[src/rtl/seg_disp_pkg.sv]
// Shared types and digit packing constants for the seven-segment display arbiter.
package seg_disp_pkg;

    localparam int DIG_W   = 4;
    localparam int NUM_DIG = 4;
    localparam int DATA_W  = DIG_W * NUM_DIG;

    typedef enum logic [1:0] {
        IDLE = 2'd0,
        OWN0 = 2'd1,
        OWN1 = 2'd2
    } state_t;

endpackage

[src/rtl/seg_display_arbiter_hold_timer.sv]
// Minimum on-screen hold timer: a prescaler producing ticks and a saturating tick counter.
module hold_timer #(
    parameter int TICK_DIV   = 100000,
    parameter int HOLD_TICKS = 500
) (
    input  logic i_clk,
    input  logic i_clr,
    input  logic i_run,
    input  logic i_restart,
    output logic o_hold_done
);

    localparam int PRE_W = (TICK_DIV > 1) ? $clog2(TICK_DIV) : 1;
    localparam int CNT_W = (HOLD_TICKS > 0) ? $clog2(HOLD_TICKS + 1) : 1;
    localparam logic [PRE_W-1:0] PRE_LAST = PRE_W'(TICK_DIV - 1);
    localparam logic [CNT_W-1:0] CNT_MAX  = CNT_W'(HOLD_TICKS);

    logic [PRE_W-1:0] r_pre;
    logic [CNT_W-1:0] r_cnt;
    logic             w_tick;

    assign w_tick      = (r_pre == PRE_LAST);
    assign o_hold_done = (r_cnt == CNT_MAX);

    // Counting restarts from zero on every ownership change so each owner gets a fresh hold window.
    always_ff @(posedge i_clk) begin
        if (i_clr || i_restart || !i_run) begin
            r_pre <= '0;
            r_cnt <= '0;
        end else begin
            r_pre <= w_tick ? '0 : r_pre + 1'b1;
            if (w_tick && (r_cnt != CNT_MAX)) begin
                r_cnt <= r_cnt + 1'b1;
            end
        end
    end

endmodule

[src/rtl/seg_display_arbiter.sv]
// Grants the four-digit display to a high-priority or low-priority requester, with a minimum
// hold time protecting the low-priority owner from immediate preemption.
import seg_disp_pkg::*;

module seg_display_arbiter #(
    parameter int TICK_DIV   = 100000,
    parameter int HOLD_TICKS = 500
) (
    input  logic        i_clk,
    input  logic        i_clr,
    input  logic        i_req0,
    input  logic [15:0] i_data0,
    input  logic        i_req1,
    input  logic [15:0] i_data1,
    output logic        o_gnt0,
    output logic        o_gnt1,
    output logic [3:0]  o_dig1,
    output logic [3:0]  o_dig2,
    output logic [3:0]  o_dig3,
    output logic [3:0]  o_dig4,
    output logic        o_blank
);

    state_t            r_state;
    state_t            w_next;
    logic [DATA_W-1:0] r_digits;
    logic [DATA_W-1:0] w_next_digits;
    logic              w_hold_done;
    logic              w_run;
    logic              w_restart;

    assign w_run     = (r_state != IDLE);
    assign w_restart = (w_next != r_state);

    hold_timer #(
        .TICK_DIV   (TICK_DIV),
        .HOLD_TICKS (HOLD_TICKS)
    ) u_hold_timer (
        .i_clk       (i_clk),
        .i_clr       (i_clr),
        .i_run       (w_run),
        .i_restart   (w_restart),
        .o_hold_done (w_hold_done)
    );

    // Channel 1 only loses the display once its hold window is over; channel 0 is never preempted.
    always_comb begin
        w_next = r_state;
        case (r_state)
            IDLE: begin
                if (i_req0) begin
                    w_next = OWN0;
                end else if (i_req1) begin
                    w_next = OWN1;
                end
            end
            OWN0: begin
                if (!i_req0) begin
                    w_next = i_req1 ? OWN1 : IDLE;
                end
            end
            OWN1: begin
                if (i_req0 && w_hold_done) begin
                    w_next = OWN0;
                end else if (!i_req1) begin
                    w_next = i_req0 ? OWN0 : IDLE;
                end
            end
            default: w_next = IDLE;
        endcase
    end

    always_comb begin
        w_next_digits = '0;
        case (w_next)
            OWN0:    w_next_digits = i_data0;
            OWN1:    w_next_digits = i_data1;
            default: w_next_digits = '0;
        endcase
    end

    always_ff @(posedge i_clk) begin
        if (i_clr) begin
            r_state  <= IDLE;
            r_digits <= '0;
        end else begin
            r_state  <= w_next;
            r_digits <= w_next_digits;
        end
    end

    assign o_gnt0  = (r_state == OWN0);
    assign o_gnt1  = (r_state == OWN1);
    assign o_blank = (r_state == IDLE);
    assign o_dig1  = r_digits[3:0];
    assign o_dig2  = r_digits[7:4];
    assign o_dig3  = r_digits[11:8];
    assign o_dig4  = r_digits[15:12];

endmodule

[config.mk]
export PLATFORM = sky130hd
export DESIGN_NAME = seg_display_arbiter
export DESIGN_NICKNAME = d
export VERILOG_FILES = /design/src/rtl/seg_disp_pkg.sv /design/src/rtl/seg_display_arbiter_hold_timer.sv /design/src/rtl/seg_display_arbiter.sv
export SDC_FILE = /design/constraint.sdc
export NUM_CORES = 1
export LEC_CHECK = 0
export ABC_AREA = 1
export BUFFER_PORTS_ARGS = -buffer_cell sky130_fd_sc_hd__buf_2
export CORE_ASPECT_RATIO = 0.7
export CORE_MARGIN = 5
export CORE_UTILIZATION = 55
export DETAILED_ROUTE_END_ITERATION = 16
export PLACE_DENSITY = 0.82
export SLEW_MARGIN = 20
export SYNTH_ARGS = -nofsm -noshare
export SYNTH_HDL_FRONTEND = slang
export SYNTH_SLANG_ARGS = --single-unit
[constraint.sdc]
create_clock -name i_clk -period 6 [get_ports i_clk]
set_clock_uncertainty 0.15 [all_clocks]
set_input_delay 0 -clock i_clk [delete_from_list [all_inputs] [get_ports i_clk]]
set_output_delay 0 -clock i_clk [all_outputs]
set_load 0.01 [all_outputs]
# == After elaboration in Yosys (flattened, before gate mapping) ==
# Index checks and enable logic that the tools add are counted.
# classes
add_sub_neg,2
eq_ne,8
mux,9
reduce_logical,8
# op_table
operator,n
16-bit case mux with 2 select lines,1
17-bit by 1-bit adder with 17-bit output (second input constant),1
17-bit equality test (second input constant),1
2-bit two-way mux,6
9-bit by 1-bit adder with 9-bit output (second input constant),1
9-bit equality test (second input constant),1
9-bit inequality test (second input constant),1
2-bit case mux with 3 select lines,1
2-bit by 1-bit equality test with 1-bit output (second input constant),2
2-bit equality test (second input constant),2
1-bit logical AND,2
2-bit zero test,1
1-bit logical OR,2
2-bit inequality test,1
2-bit nonzero test,1
2-bit OR reduction,1
1-bit zero test,1
1-bit two-way mux,1
# word_totals
reg_bits,44
input_bits,36
out_inout_bits,19
word_cells,31

# == Depth between registers and ports, before layout ==
# Gate-level depths: netlist of the first run.
# logic_depth
depth_word,8
depth_mapped,13
mapped_depth_nobuf,11

# == Hierarchy ==
# Synthesis of the first run repeated with hierarchy kept, for this count alone.
# hier_totals
cells_unflattened,308
hier_area_um2,2175.8
# modules_own_cells
module,n_inst,cells_each,area_per_inst_um2,seq_area_each_um2
hold_timer,1,201,1362.6,520.5
seg_display_arbiter,1,107,813.3,360.3

# == Worst setup path before layout of the first run ==
# OpenSTA, ideal clock, no wires.
# synth_timing
kind,reg2reg
from,register u_hold_timer.r_cnt[0]
to,register r_digits[10]
setup_time_ps,70
arrival_time_ps,2095
required_ps,5780
path_slack_ps,3685
path_stages_with_launch,13
path_buffers,2
synth_period_minus_slack_ps,2315
cell_sequence,dfxtp_1 > inv_1 > ha_1 > nand2_1 > nor2_2 > nand3_2 > o211ai_1 > a21oi_1 > ha_1 > or2_2 > clkbuf_1 > clkbuf_1 > a21oi_1
# synth_via
elab_chain_len,6
elab_cells_between_ends,7
cone_classes,eq/ne (3); mux (3); reduce/logical (1)
# synth_lines
element,line,text
start: declaration,seg_display_arbiter_hold_timer.sv:19,logic [CNT_W-1:0] r_cnt;
start signal: assignment,seg_display_arbiter_hold_timer.sv:33,r_cnt <= r_cnt + 1'b1;
9-bit equality test (*),seg_display_arbiter_hold_timer.sv:23,assign o_hold_done = (r_cnt == CNT_MAX);
1-bit logical AND (*),seg_display_arbiter.sv:63,if (i_req0 && w_hold_done) begin
2-bit two-way mux (*),seg_display_arbiter.sv:63,
2-bit case mux with 3 select lines (*),seg_display_arbiter.sv:49,case (r_state)
2-bit equality test / 2-bit by 1-bit equality test with 1-bit output (equally long branches),seg_display_arbiter.sv:75,case (w_next)
16-bit case mux with 2 select lines (*),seg_display_arbiter.sv:75,
end signal: assignment,seg_display_arbiter.sv:88,r_digits <= w_next_digits;
end: declaration,seg_display_arbiter.sv:26,logic [DATA_W-1:0] r_digits;
# Mark *: on every way between the ends. The rest lies on a longest branch, timed or not.
# A chain may end at the register's enable or synchronous reset.

# == Worst setup path in the final report of the first run ==
# layout_timing
from,register u_hold_timer.r_cnt[0]
to,register r_digits[14]
# Same word-level chain as after synthesis.

==> run summary, run 1 <==
At the pin with the least slew margin, the transition time is 590.8 ps. The internal portion of the total power is 0.0004569 W. The worst hold path class was primary input to flip-flop.

Walking the worst path, the cells encountered are inv_1, ha_1, nand2_1, nor2_2, nand3_2, o211ai_1, a21oi_1, ha_1, or2_2, a21oi_1, dlygate4sd3_1. The run gives 0 as the total count of hold-check failures in the final report. For this design the total switching power over the nets is 0.0001469 W. The number of failing setup endpoints in the final timing report is 0. The first routing iteration left 104 violations. Counting the buffers created by CTS gives 5. The final antenna diode count is 0. The post-synthesis share of cell area spent on and, or, nand and nor gates was 36.15%. Sorting the synthesized cells by how often they occur yields nand2_1 (78), dfxtp_1 (44), inv_1 (34), nor2_1 (31), a21oi_1 (27). The number of iterations in the first detailed-routing pass is 4, and the overall power is 0.0006038 W.

Of the total power, registers draw 49.8%. By area the synthesized netlist is led by dfxtp_1 (39%), nand2_1 (13%), a21oi_1 (6.0%). The run finished with clean final reports. For the total routed wirelength, the log shows 6090 microns. The detail route stage leaves a number of antenna-violating nets equal to 0. Across the run, the number of max-cap violations was 0. The async set or reset register ratio after synthesis is 0%, and the number of antenna violations at the first check in global routing is 0. The library cell with the largest summed area after synthesis was dfxtp_1. The post-synthesis cell type count was 29.

The most used flip-flop cell after synthesis is dfxtp_1. Yosys mapped a number of flops with a built-in enable equal to 0. The mux contribution to synthesized area works out to 0%.

The HPWL after detailed placement is 3617 microns. In the final routed layout, each cell accounts on average for 13.56 microns. The depth of the CTS H-tree came out at 2. In this run the deepest clock path goes through 2 buffers. The tightest hold path in the finished design has a slack of 12.71 ps.

Setup repair after global routing left no endpoint under its margin. The register area share after synthesis was 39.15%. From bottom edge to top edge, the die measures 63.51 microns.

TritonCTS built the clock tree. Post-synthesis net count: 350. For the total via count in the routed design, the log shows 2246. The worst setup path is of the flip-flop to flip-flop kind. The number of sinks driven by the clock tree is 44, and the flip-flop and latch count after synthesis is 44.

STA classifies the critical path endpoint as a flip-flop. Top cell type's share of synthesized area: 39.15%. The tools report the combinational fraction of design power as 11.4%. The cell family contributing the most delay on the critical path is buffers and inverters. The clock root buffer was clkbuf_8. After synthesis, the largest family of logic cells by area is simple AND/OR/NAND/NOR gates. For this design the ratio of total power to cell area is 201.7 nW/um^2. During synthesis, Yosys emitted a total of 0 warnings. The initial utilization of the core area, before any placement, comes to 57.01%. The largest single stage delay on the critical path is 610 ps.

Of the cells placed in the final design, the portion with a size suffix greater than 1 is 24.18%. The routed design could run at a clock period as short as 3004 ps. Worst vdd rail ir drop: 173.8 uV. Total routing resource utilization after global routing: 23.90%. The total overflow left after global routing is 0. Width of the die: 86.44 microns.

Averaged over all synthesized cells, the footprint is 7.280 sq um. The tools report the global placer's final weighted congestion as 0.8187. The post-synthesis cell count is 309, and the number of global-route vias before repair is 2293.

The number of input and output port buffers inserted is 54, and the register-to-register path setup slack is 3000 ps. The slowest library cell on the worst path is dlygate4sd3_1. Layout overhead on the synthesized area: 33.04%.

The number of cells upsized or downsized after cts came out at 0. The number of buffers and inverters on the critical path works out to 2. The total area inside the core boundary comes to 3946 sq um.

The post-synthesis adder-cell area fraction is 2.781%, and the net switching fraction of the power is 24.33%. The tools report the final-layout setup total negative slack as 0 ps. For this design the static power due to leakage is 1.263 nW.

The later pin in the worst-skew pair is clocked with a latency of 300 ps. The final routed DRC violation total was 0. The run gives 38.7% as the part of the power in the clock network. The arrival time at the worst endpoint is 3100 ps, and the number of placement rows is 19.

The net count reported at finish came out at 437. After clock tree synthesis, the clock-pin slew on the worst setup and hold paths is 100 ps. The tools report the first-pass GRT wire length as 10500 microns. In this run the cell area of the synthesized design comes to 2250 sq um. The complex-gate fraction of the synthesized area is 7.008%, and the total setup buffers inserted after CTS is 0. After Yosys synthesis, XOR and XNOR cells account for 6.618% of the synthesized area. The logs give 6090 ps for the endpoint required time on the critical path and 18 for the maximum number of pins on one net before global-route repair. The final max-slew violation count is 0, and the maximum fanout along the worst path is 16. Using the TritonRoute via totals, the vias-per-cell ratio works out to 5.002.

In the post-synthesis netlist, the cell with the most instances is nand2_1. The part of the cycle the worst path needs came out at 50.06%. The run gives 0.3329 GHz as the maximum achievable frequency.

The number of placed I/O pins came out at 55. In this run the tightest slew margin relative to its limit is 60.61%. The worst setup path is launched from a flip-flop. The area of the die is 5490 sq um.
## cells by family after synthesis
family,Yosys count
buffers and inverters,45
DFF,44
AOI/OAI and AO/OA,31
adders and majority gates,5
and+or+nand+nor,167
xor gates and xnor gates,17
## layout by cell type, fill, tap and decap left out, types with 5 or more instances in the layout
cell           instances
nand2_1               78
buf_2                 54
dfxtp_1               44
inv_1                 34
dlygate4sd3_1         34
nor2_1                31
a21oi_1               27
xor2_1                15
nor2_2                14
nand3_1               14
nand2_2                7
nand4_1                6
ha_1                   5
clkbuf_8               5
## layer usage
metal | routed length, microns | GRT usage, % | vias up
met5 | 0 | 0 | -
met4 | 238 | 9.922 | 0
met3 | 446 | 7.292 | 23
met2 | 2956 | 40.65 | 94
met1 | 2449 | 27.64 | 984
li1 | - | - | 1145
## worst paths after layout
kind | from | endpoint | cells past startpoint
setup / recovery | u_hold_timer.r_cnt[0]$_SDFFE_PP0P_ | r_digits[14]$_SDFF_PP0_ | 11
hold / removal | i_req1 | r_state[0]$_SDFF_PP0_ | 5
setup reg to reg | u_hold_timer.r_cnt[0]$_SDFFE_PP0P_ | r_digits[14]$_SDFF_PP0_ | 11
hold reg to reg | u_hold_timer.r_pre[0]$_SDFF_PP0_ | u_hold_timer.r_pre[0]$_SDFF_PP0_ | 1
## layout make-up
cell class	count	area, sq um
tap	52	65.06
clock inverter	3	46.29
sequential	44	880.8
timing repair buffer	88	610.6
fill	271	953.4
inverter	37	138.9
clock buffer	5	68.82
multi-input combinational	220	1182
## stage by stage
stage / utilization, % / worst slack, ps / instances / area (sq um)
finish: 75.84 / 2996 / 449 / 2993
global route: 75.84 / 2790 / 449 / 2993
CTS: 75.84 / 3108 / 449 / 2993
detailed placement: 64.30 / 3660 / 407 / 2537
global placement: 64.30 / 3765 / 407 / 2537
floorplan: - / 3685 / 309 / 2250
## power by group through the flow
stage          combinational [W]  clock [W]  sequential, W
3_3_place_gp           0.0000488          0       0.000307
2_1_floorplan          0.0000264          0       0.000310
6_report               0.0000691   0.000234       0.000301
3_5_place_dp           0.0000496          0       0.000307
5_1_grt                0.0000758   0.000250       0.000302
4_1_cts                0.0000648   0.000236       0.000301
## tightest hold or removal path, delay by kind of cell
kind	cells	cell delay, ps
AOI/OAI and AO/OA	2	190
buffers and inverters	1	100
and+or+nand+nor	2	140
## registers in the layout, indices dropped and copies added (netlist names)
signal	count
r_digits	16
r_state	2
u_hold_timer.r_cnt	9
u_hold_timer.r_pre	17
## repair_timing
item	in CTS	in global routing
endpoints found under the setup margin	0	0
hold buffers	34	0
endpoints found under the hold margin	18	0
No activity file was read; power rests on OpenSTA's default activity.
==> run 2, diff against run 1 <==
- ABC_AREA: 1 -> 0
- CORE_UTILIZATION: 55 -> 51
- PLACE_DENSITY: 0.82 -> 0.78
- clock period: 6 -> 3 ns (I/O delays scaled with it)
==> run 2 against run 1 <==
Net effect:
- worst setup slack got worse by 2900 ps
- largest power group unchanged
- synthesized area fell by 11%
- final area fell by 7.4%
==> run summary, run 2 <==
The largest registers in the layout are u_hold_timer.r_pre x17, r_digits x16, u_hold_timer.r_cnt x9. The final max-slew violation count is 0 (unchanged). The tools report the number of warning messages in the yosys log as 0 (unchanged). The cell area after placement was 2291 sq um (-9.7%); the clock-pin transition on the worst setup and hold timing paths was 90 ps (about the same).

The worst slew margin relative to its limit is 49.96% (-11 points). The clock root buffer was clkbuf_8. The tools report the total count of hold-check failures in the final report as 0 (unchanged). Power per cell area: 437.9 nW/um^2 (+120%). STA classifies the critical path endpoint as a flip-flop. Number of iterations in the first detailed-routing pass: 4 (unchanged). The placement-stage worst setup slack came out at 564.1 ps (-3096 ps).

For the number of filler cells placed in the layout, the log shows 270 (-0.37%). The number of synthesized flops with an enable pin is 0 (unchanged), and the final routed DRC violation total is 0 (unchanged). For the post-synthesis cell type count, the log shows 43 (+48%). The library cell with the largest summed area after synthesis was dfxtp_1.

The clock period minus worst slack is 2854 ps (-149.7 ps), and the end-of-flow core utilization is 71.99% (-3.8 points). The maximum achievable frequency is 0.3504 GHz (+5.2%), and the floorplan core area is 3851 sq um (-2.4%). The placed wire-length estimate came out at 3258 microns (-9.9%). The logs give 107 (+2.9%) for the first-iteration detailed-routing DRC count and 358.6 uV (+110%) for the worst vdd rail ir drop. The number of flip-flops under the largest register name was 17 (unchanged); the part of the cycle the worst path needs was 95.14% (+45 points). The post-route cell area is 2773 sq um (-7.4%), and the number of max-cap violations is 0 (unchanged). The flow ran to the end, and the final reports show no timing, DRC or antenna violations. The layout overhead on the synthesized area was 38.15%.

The run gives 20 (+2) as the maximum number of pins on one net before global-route repair. The share of final-layout standard cells stronger than drive strength 1 came out at 25.25% (+1.1 points). The depth of the CTS H-tree is 2 (unchanged).

The logs give 44 (unchanged) for the number of sinks driven by the clock tree and 5310 sq um (-3.3%) for the area of the die. The number of global-route vias before repair was 1876 (-18%). The register area share after synthesis was 43.89% (+4.7 points).

The post-synthesis net count was 259 (-26%). The predominant post-synthesis flop cell was dfxtp_1. For the endpoint required time on the critical path, the log shows 3090 ps (-3000 ps). For the worst-case clock buffer depth, the log shows 2 (unchanged). Arrival time at the worst endpoint: 2950 ps (-150 ps). The mean number of vias per cell works out to 5.549 (+11%). The number of input and output port buffers inserted was 54 (unchanged); the flip-flop and latch count after synthesis was 44 (unchanged). The kind of start point of the critical path is a flip-flop. The most common cell in the synthesized netlist is dfxtp_1.

The tools report the number of placement rows as 19 (unchanged). The number of antenna violations at the first check in global routing is 0 (unchanged), and the net count reported at finish is 345 (-21%). The total via count in the routed design is 1981 (-12%). Sorting the synthesized cells by area gives the leading types as dfxtp_1 (44%), nor2_1 (6.5%), a22oi_1 (6.0%). Average wire length per cell after detail routing: 15.75 microns (+16%). TritonCTS built the clock tree. The post-synthesis cell count was 218 (-29%); the maximum fanout along the worst path was 16 (unchanged). The run gives 1062 sq um (-10%) as the footprint of the multi-input gates.

For the static leakage power, the log shows 1.049 nW (-17%). The final antenna diode count was 0 (unchanged); the insertion delay to the later sink of the worst-skew pair was 300 ps (about the same). Die height: 62.49 microns (-1.6%). The cell area after synthesis came out at 2007 sq um (-11%). For the worst-case setup margin in the final layout, the log shows 145.8 ps (-2850 ps). The largest register by flop count is u_hold_timer.r_pre. The async set or reset register ratio after synthesis was 0% (unchanged). The tools report the global placer's final weighted congestion as 0.8983 (+9.7%). Leaving out fill and tap cells, the most frequent cell in the layout is buf_2. The total routing resource utilization after global routing was 20.97% (-2.9 points); the top cell type's share of synthesized area was 43.89% (+4.7 points).

The first-pass GRT wire length was 8935 microns (-15%). The critical path is of the flip-flop to flip-flop type. The average size of a mapped cell was 9.206 sq um (+26%). The tools report the number of placed I/O pins as 55 (unchanged). The run gives 5624 microns (-7.7%) as the total routed wirelength. The path class of the tightest hold or removal check is primary input to flip-flop. TritonCTS buffer count: 5 (unchanged). The transition time of the tightest slew-check pin works out to 750.6 ps (+159.8 ps). For the global route total overflow, the log shows 0 (unchanged).

Leaving out fill and tap cells, the most frequent cells in the layout are buf_2 (54), dfxtp_1 (42), nor2_1 (35), dlygate4sd3_1 (35), a22oi_1 (16). By count the netlist is led by dfxtp_1 (44), nor2_1 (35), a22oi_1 (16), a21oi_1 (10), nand4_1 (10). Sequential cell area in the final layout: 883.3 sq um (+0.28%). The initial core utilization came out at 52.11% (-4.9 points).

Width of the die: 84.98 microns (-1.7%). The tools report the final antenna-violating net count as 0 (unchanged). The tools report the number of failing setup endpoints in the final timing report as 0 (unchanged).
==> run 2: per-stage QoR <==
step           hold WS [ps]  TNS, ps  std cells  power (W)
6_report              98.98        0        357   0.001214
4_1_cts               74.82        0        357   0.001202
5_1_grt               106.3   -25.31        357   0.001256
3_5_place_dp          89.51        0        314  0.0007031
2_1_floorplan        -74.20        0        218  0.0006610
3_3_place_gp          85.15        0        314  0.0007021
==> run 2: cells by family after synthesis <==
group | after synthesis | synth area share (%)
AND/OR/NAND/NOR | 95 | 28.37
AO/OA/AOI/OAI | 44 | 15.09
flip-flops | 44 | 43.89
buffers and inverters | 17 | 3.866
adder cells (fa/ha/maj) | 5 | 3.117
XOR/XNOR | 13 | 5.673
==> run 2: power by group <==
| group | leakage, nW | switching (W) | total [W] | internal [W] |
|---|---|---|---|---|
| clock network | 0.0548 | 0.000220 | 0.000471 | 0.000251 |
| logic | 0.637 | 0.0000633 | 0.000143 | 0.0000801 |
| registers | 0.357 | 0.00000508 | 0.000600 | 0.000594 |
| total | 1.05 | 0.000289 | 0.00121 | 0.000926 |
==> run 2: final timing paths <==
path	from	to	slack (ps)	cells past startpoint
max	u_hold_timer.r_cnt[0]$_SDFFE_PP0P_	r_digits[3]$_SDFF_PP0_	150	10
max reg2reg	u_hold_timer.r_cnt[0]$_SDFFE_PP0P_	r_digits[3]$_SDFF_PP0_	150	10
min reg2reg	u_hold_timer.r_pre[0]$_SDFF_PP0_	u_hold_timer.r_pre[0]$_SDFF_PP0_	330	1
min	i_req0	r_state[1]$_SDFF_PP0_	100	4
==> run 2: timing repair <==
| item | 4_1_cts | 5_1_grt |
|---|---|---|
| resized for setup | 0 | 7 |
| setup buffers | 0 | 0 |
| hold buffers | 35 | 0 |
| setup endpoints to repair | 0 | 15 |
| endpoints found under the hold margin | 18 | 0 |
==> run 2: worst max-delay path, stage by stage (launching register included) <==
cell	delay [ps]
dfxtp_2	360
inv_1	50
ha_1	180
and4b_1	210
a21boi_1	180
a2bb2oi_2	170
and2_1	150
ha_2	260
or2_4	330
nor2_1	160
dlygate4sd3_1	590
==> run 2: layout make-up <==
type	count	area share, %
multi-input cells	157	38.31
repair buffers	89	22.38
well taps	52	2.347
inverters	7	0.9477
flip-flops and latches	44	31.86
clock inverters	3	1.670
clock buffers	5	2.482
==> run 2: layer usage <==
metal | vias up | GRT usage, % | part of all wire, %
met5 | - | 0 | 0
met4 | 0 | 7.905 | 2.4
met2 | 71 | 33.91 | 48
met3 | 13 | 7.905 | 8.1
li1 | 967 | - | -
met1 | 930 | 25.18 | 41
==> run 3, diff against run 2 <==
- CORE_UTILIZATION: 51 -> 55
- GPL_ROUTABILITY_DRIVEN: unset -> 0
- PLACE_DENSITY: 0.78 -> 0.83
- clock period: 3 -> 3.65 ns (I/O delays scaled with it)
==> run 3 against run 2 <==
Net effect:
- register-to-register slack improved by 420 ps
- die area fell by 6.3%
- critical path type unchanged
- first-iteration DRC count rose by 41%
- clock power fell by 20%
- highest routed layer unchanged
==> run summary, run 3 (synthesized netlist as in run 2, its figures left out) <==
The maximum fanout along the worst path works out to 16 (unchanged). The number of input and output port buffers inserted is 54 (unchanged), and the transition time of the tightest slew-check pin is 743.6 ps (-7.075 ps). STA classifies the critical path startpoint as a flip-flop. For the number of cells upsized or downsized after cts, the log shows 0 (unchanged). The signal on the critical path passes through inv_1, ha_1, and4b_1, a21boi_0, a2bb2oi_1, and2_1, ha_1, a22oi_1, dlygate4sd3_1, nor2_1. The number of antenna violations at the first check in global routing is 0 (unchanged). Setup repair after global routing left no endpoint under its margin. Endpoint required time on the critical path: 3730 ps (+640 ps). Type of the worst setup path: flip-flop to flip-flop. The tools report the insertion delay to the later sink of the worst-skew pair as 290 ps (about the same). The logs give 2 (unchanged) for the depth of the CTS H-tree and 50.43% (+0.47 points) for the worst slew margin relative to its limit. The die height is 60.54 microns (-3.1%), and the worst vdd rail ir drop is 226.3 uV (-37%).

The mean number of vias per cell came out at 5.623 (+1.3%). The logs give 5 (unchanged) for the TritonCTS buffer count and 5566 microns (-1.0%) for the total routed wirelength. The clock period minus worst slack came out at 3088 ps (+233.6 ps). The number of sinks driven by the clock tree came out at 44 (unchanged). The leading cell type in the layout, fill and taps excluded is buf_2. The number of max-cap violations is 0 (unchanged), and the number of cells on the worst reg-to-reg path is 10 (unchanged). Placed wire-length estimate: 3281 microns (+0.70%). Compared with the post-synthesis result, the final layout area differs by 37.22%. The flow ran to the end, and the final reports show no timing, DRC or antenna violations. The logs give 1227 ps (+663.1 ps) for the placement-stage worst setup slack and 1.034 nW (-1.4%) for the static leakage power. For the global route total overflow, the log shows 0 (unchanged).

For the final antenna diode count, the log shows 0 (unchanged). The final antenna-violating net count is 0 (unchanged), and the number of flip-flops under the largest register name is 17 (unchanged). The maximum achievable frequency is 0.3239 GHz (-7.6%). Worst hold path class: primary input to flip-flop.

The run gives 3513 sq um (-8.8%) as the floorplan core area. The average wire length per cell after detail routing was 15.68 microns (-0.47%). Leaving out fill and tap cells, the most frequent cells in the layout are buf_2 (54), dfxtp_1 (44), nor2_1 (35), dlygate4sd3_1 (35), a22oi_1 (16). The worst setup path is captured at a flip-flop.

Total routing resource utilization after global routing: 24.97% (+4.0 points). The number of failing setup endpoints in the final timing report is 0 (unchanged), and the longest individual stage delay on the worst path is 610 ps (+20 ps). The tools report the beginning of the worst register-to-register path as u_hold_timer.r_cnt[0]$_SDFFE_PP0P_. The number of global-route vias before repair came out at 2026 (+8.0%). The run gives 35 (unchanged) as the number of hold buffers added after CTS. The tools report the net count reported at finish as 345 (unchanged).

The first-iteration detailed-routing DRC count was 151 (+41%); the number of placed I/O pins was 55 (unchanged). The clock-pin transition on the worst setup and hold timing paths works out to 90 ps (about the same). u_hold_timer.r_pre holds more flip-flops than any other register. The final-layout setup total negative slack was 0 ps (unchanged). The largest registers in the layout are u_hold_timer.r_pre x17, r_digits x16, u_hold_timer.r_cnt x9.

The number of stages on the worst setup path is 10 (unchanged), and the final routed DRC violation total is 0 (unchanged). The logs give 0 (unchanged) for the total count of hold-check failures in the final report and 0 (unchanged) for the total setup buffers inserted after CTS. Tracing the worst setup path back leads to its startpoint at u_hold_timer.r_cnt[0]$_SDFFE_PP0P_. For the number of iterations in the first detailed-routing pass, the log shows 4 (unchanged).

Grouping stages by cell kind, the critical path spends the most delay in adder cells. The arrival time at the worst endpoint was 3170 ps (+220 ps); the worst-case setup margin in the final layout was 562.2 ps (+416.4 ps). The number of placement rows came out at 18 (-1). The endpoint identified for the worst register-to-register timing path is r_digits[9]$_SDFF_PP0_. Share of final-layout standard cells stronger than drive strength 1: 23.61% (-1.6 points). The width of the die was 82.20 microns (-3.3%). The clock root buffer was clkbuf_8. The part of the cycle the worst path needs works out to 84.60% (-11 points).

The initial core utilization was 57.12% (+5.0 points); the power per cell area was 358.8 nW/um^2 (-18%). For the number of filler cells placed in the layout, the log shows 228 (-16%). Following the worst setup path forward leads to its endpoint at r_digits[9]$_SDFF_PP0_. Counting stages on the worst path, the most repeated cell is ha_1. The maximum number of pins on one net before global-route repair was 20 (unchanged). TritonCTS built the clock tree. The area of the die was 4976 sq um (-6.3%); the register-to-register path setup slack was 560 ps (+420 ps).

The slowest library cell on the worst path is dlygate4sd3_1. The worst-case clock buffer depth was 2 (unchanged). The number of buffers and inverters on the critical path came out at 2 (unchanged). First-pass GRT wire length: 9335 microns (+4.5%).

The final max-slew violation count was 0 (unchanged); the total via count in the routed design was 1996 (+0.76%).
==> run 3: cell counts in the layout (fill, tap and decap cells not counted) <==
No cell type changed its count.
==> run 3: metal layers <==
metal / wire (microns) / vias to the layer above / global-route usage [%]
li1: - / 964 / -
met4: 212 / 0 / 12.80
met3: 392 / 21 / 7.715
met1: 2343 / 941 / 29.96
met5: 0 / - / 0
met2: 2616 / 70 / 40.75
==> run 3: final cells by class <==
cell class,instances,area (sq um),area share (%)
Tap cell,50,62.56,2.272
Clock buffer,5,68.82,2.499
Timing Repair Buffer,89,620.6,22.54
Sequential cell,44,880.8,31.99
Multi-Input combinational cell,157,1049,38.07
Clock inverter,3,46.29,1.681
Inverter,7,26.28,0.9541
==> run 3: power by group <==
group / switching [W] / total [W] / internal, W
Sequential: 0.00000435 / 0.000493 / 0.000489
Combinational: 0.0000513 / 0.000117 / 0.0000658
Clock: 0.000172 / 0.000378 / 0.000206
==> run 3: metrics by stage <==
stage / util (%) / instance area (sq um) / hold slack [ps] / cells / power, W
2_1_floorplan: - / 2007 / -74.20 / 218 / 0.0005433
3_3_place_gp: 65.14 / 2288 / 79.27 / 312 / 0.0005773
3_5_place_dp: 65.14 / 2288 / 79.80 / 312 / 0.0005782
4_1_cts: 78.38 / 2754 / 97.72 / 355 / 0.0009865
5_1_grt: 78.38 / 2754 / 162.6 / 355 / 0.001025
6_report: 78.38 / 2754 / 127.7 / 355 / 0.0009882
==> run 3: worst register-to-register path, delay by kind of cell, from the launching register on <==
family / cells / cell delay [ps]
AOI/OAI and AO/OA: 3 / 600
adders and majority gates: 2 / 720
buffers and inverters: 2 / 670
DFF: 1 / 390
and+or+nand+nor: 3 / 480
==> run 3: worst min path at each step <==
stage	start	cells after the start	to
floorplan	i_clr	1	r_state[0]$_SDFF_PP0_
global placement	i_clr	2	r_state[0]$_SDFF_PP0_
detailed placement	i_clr	2	r_state[0]$_SDFF_PP0_
CTS	i_req0	4	r_state[1]$_SDFF_PP0_
global route	i_req0	4	r_state[1]$_SDFF_PP0_
finish	i_req0	4	r_state[1]$_SDFF_PP0_
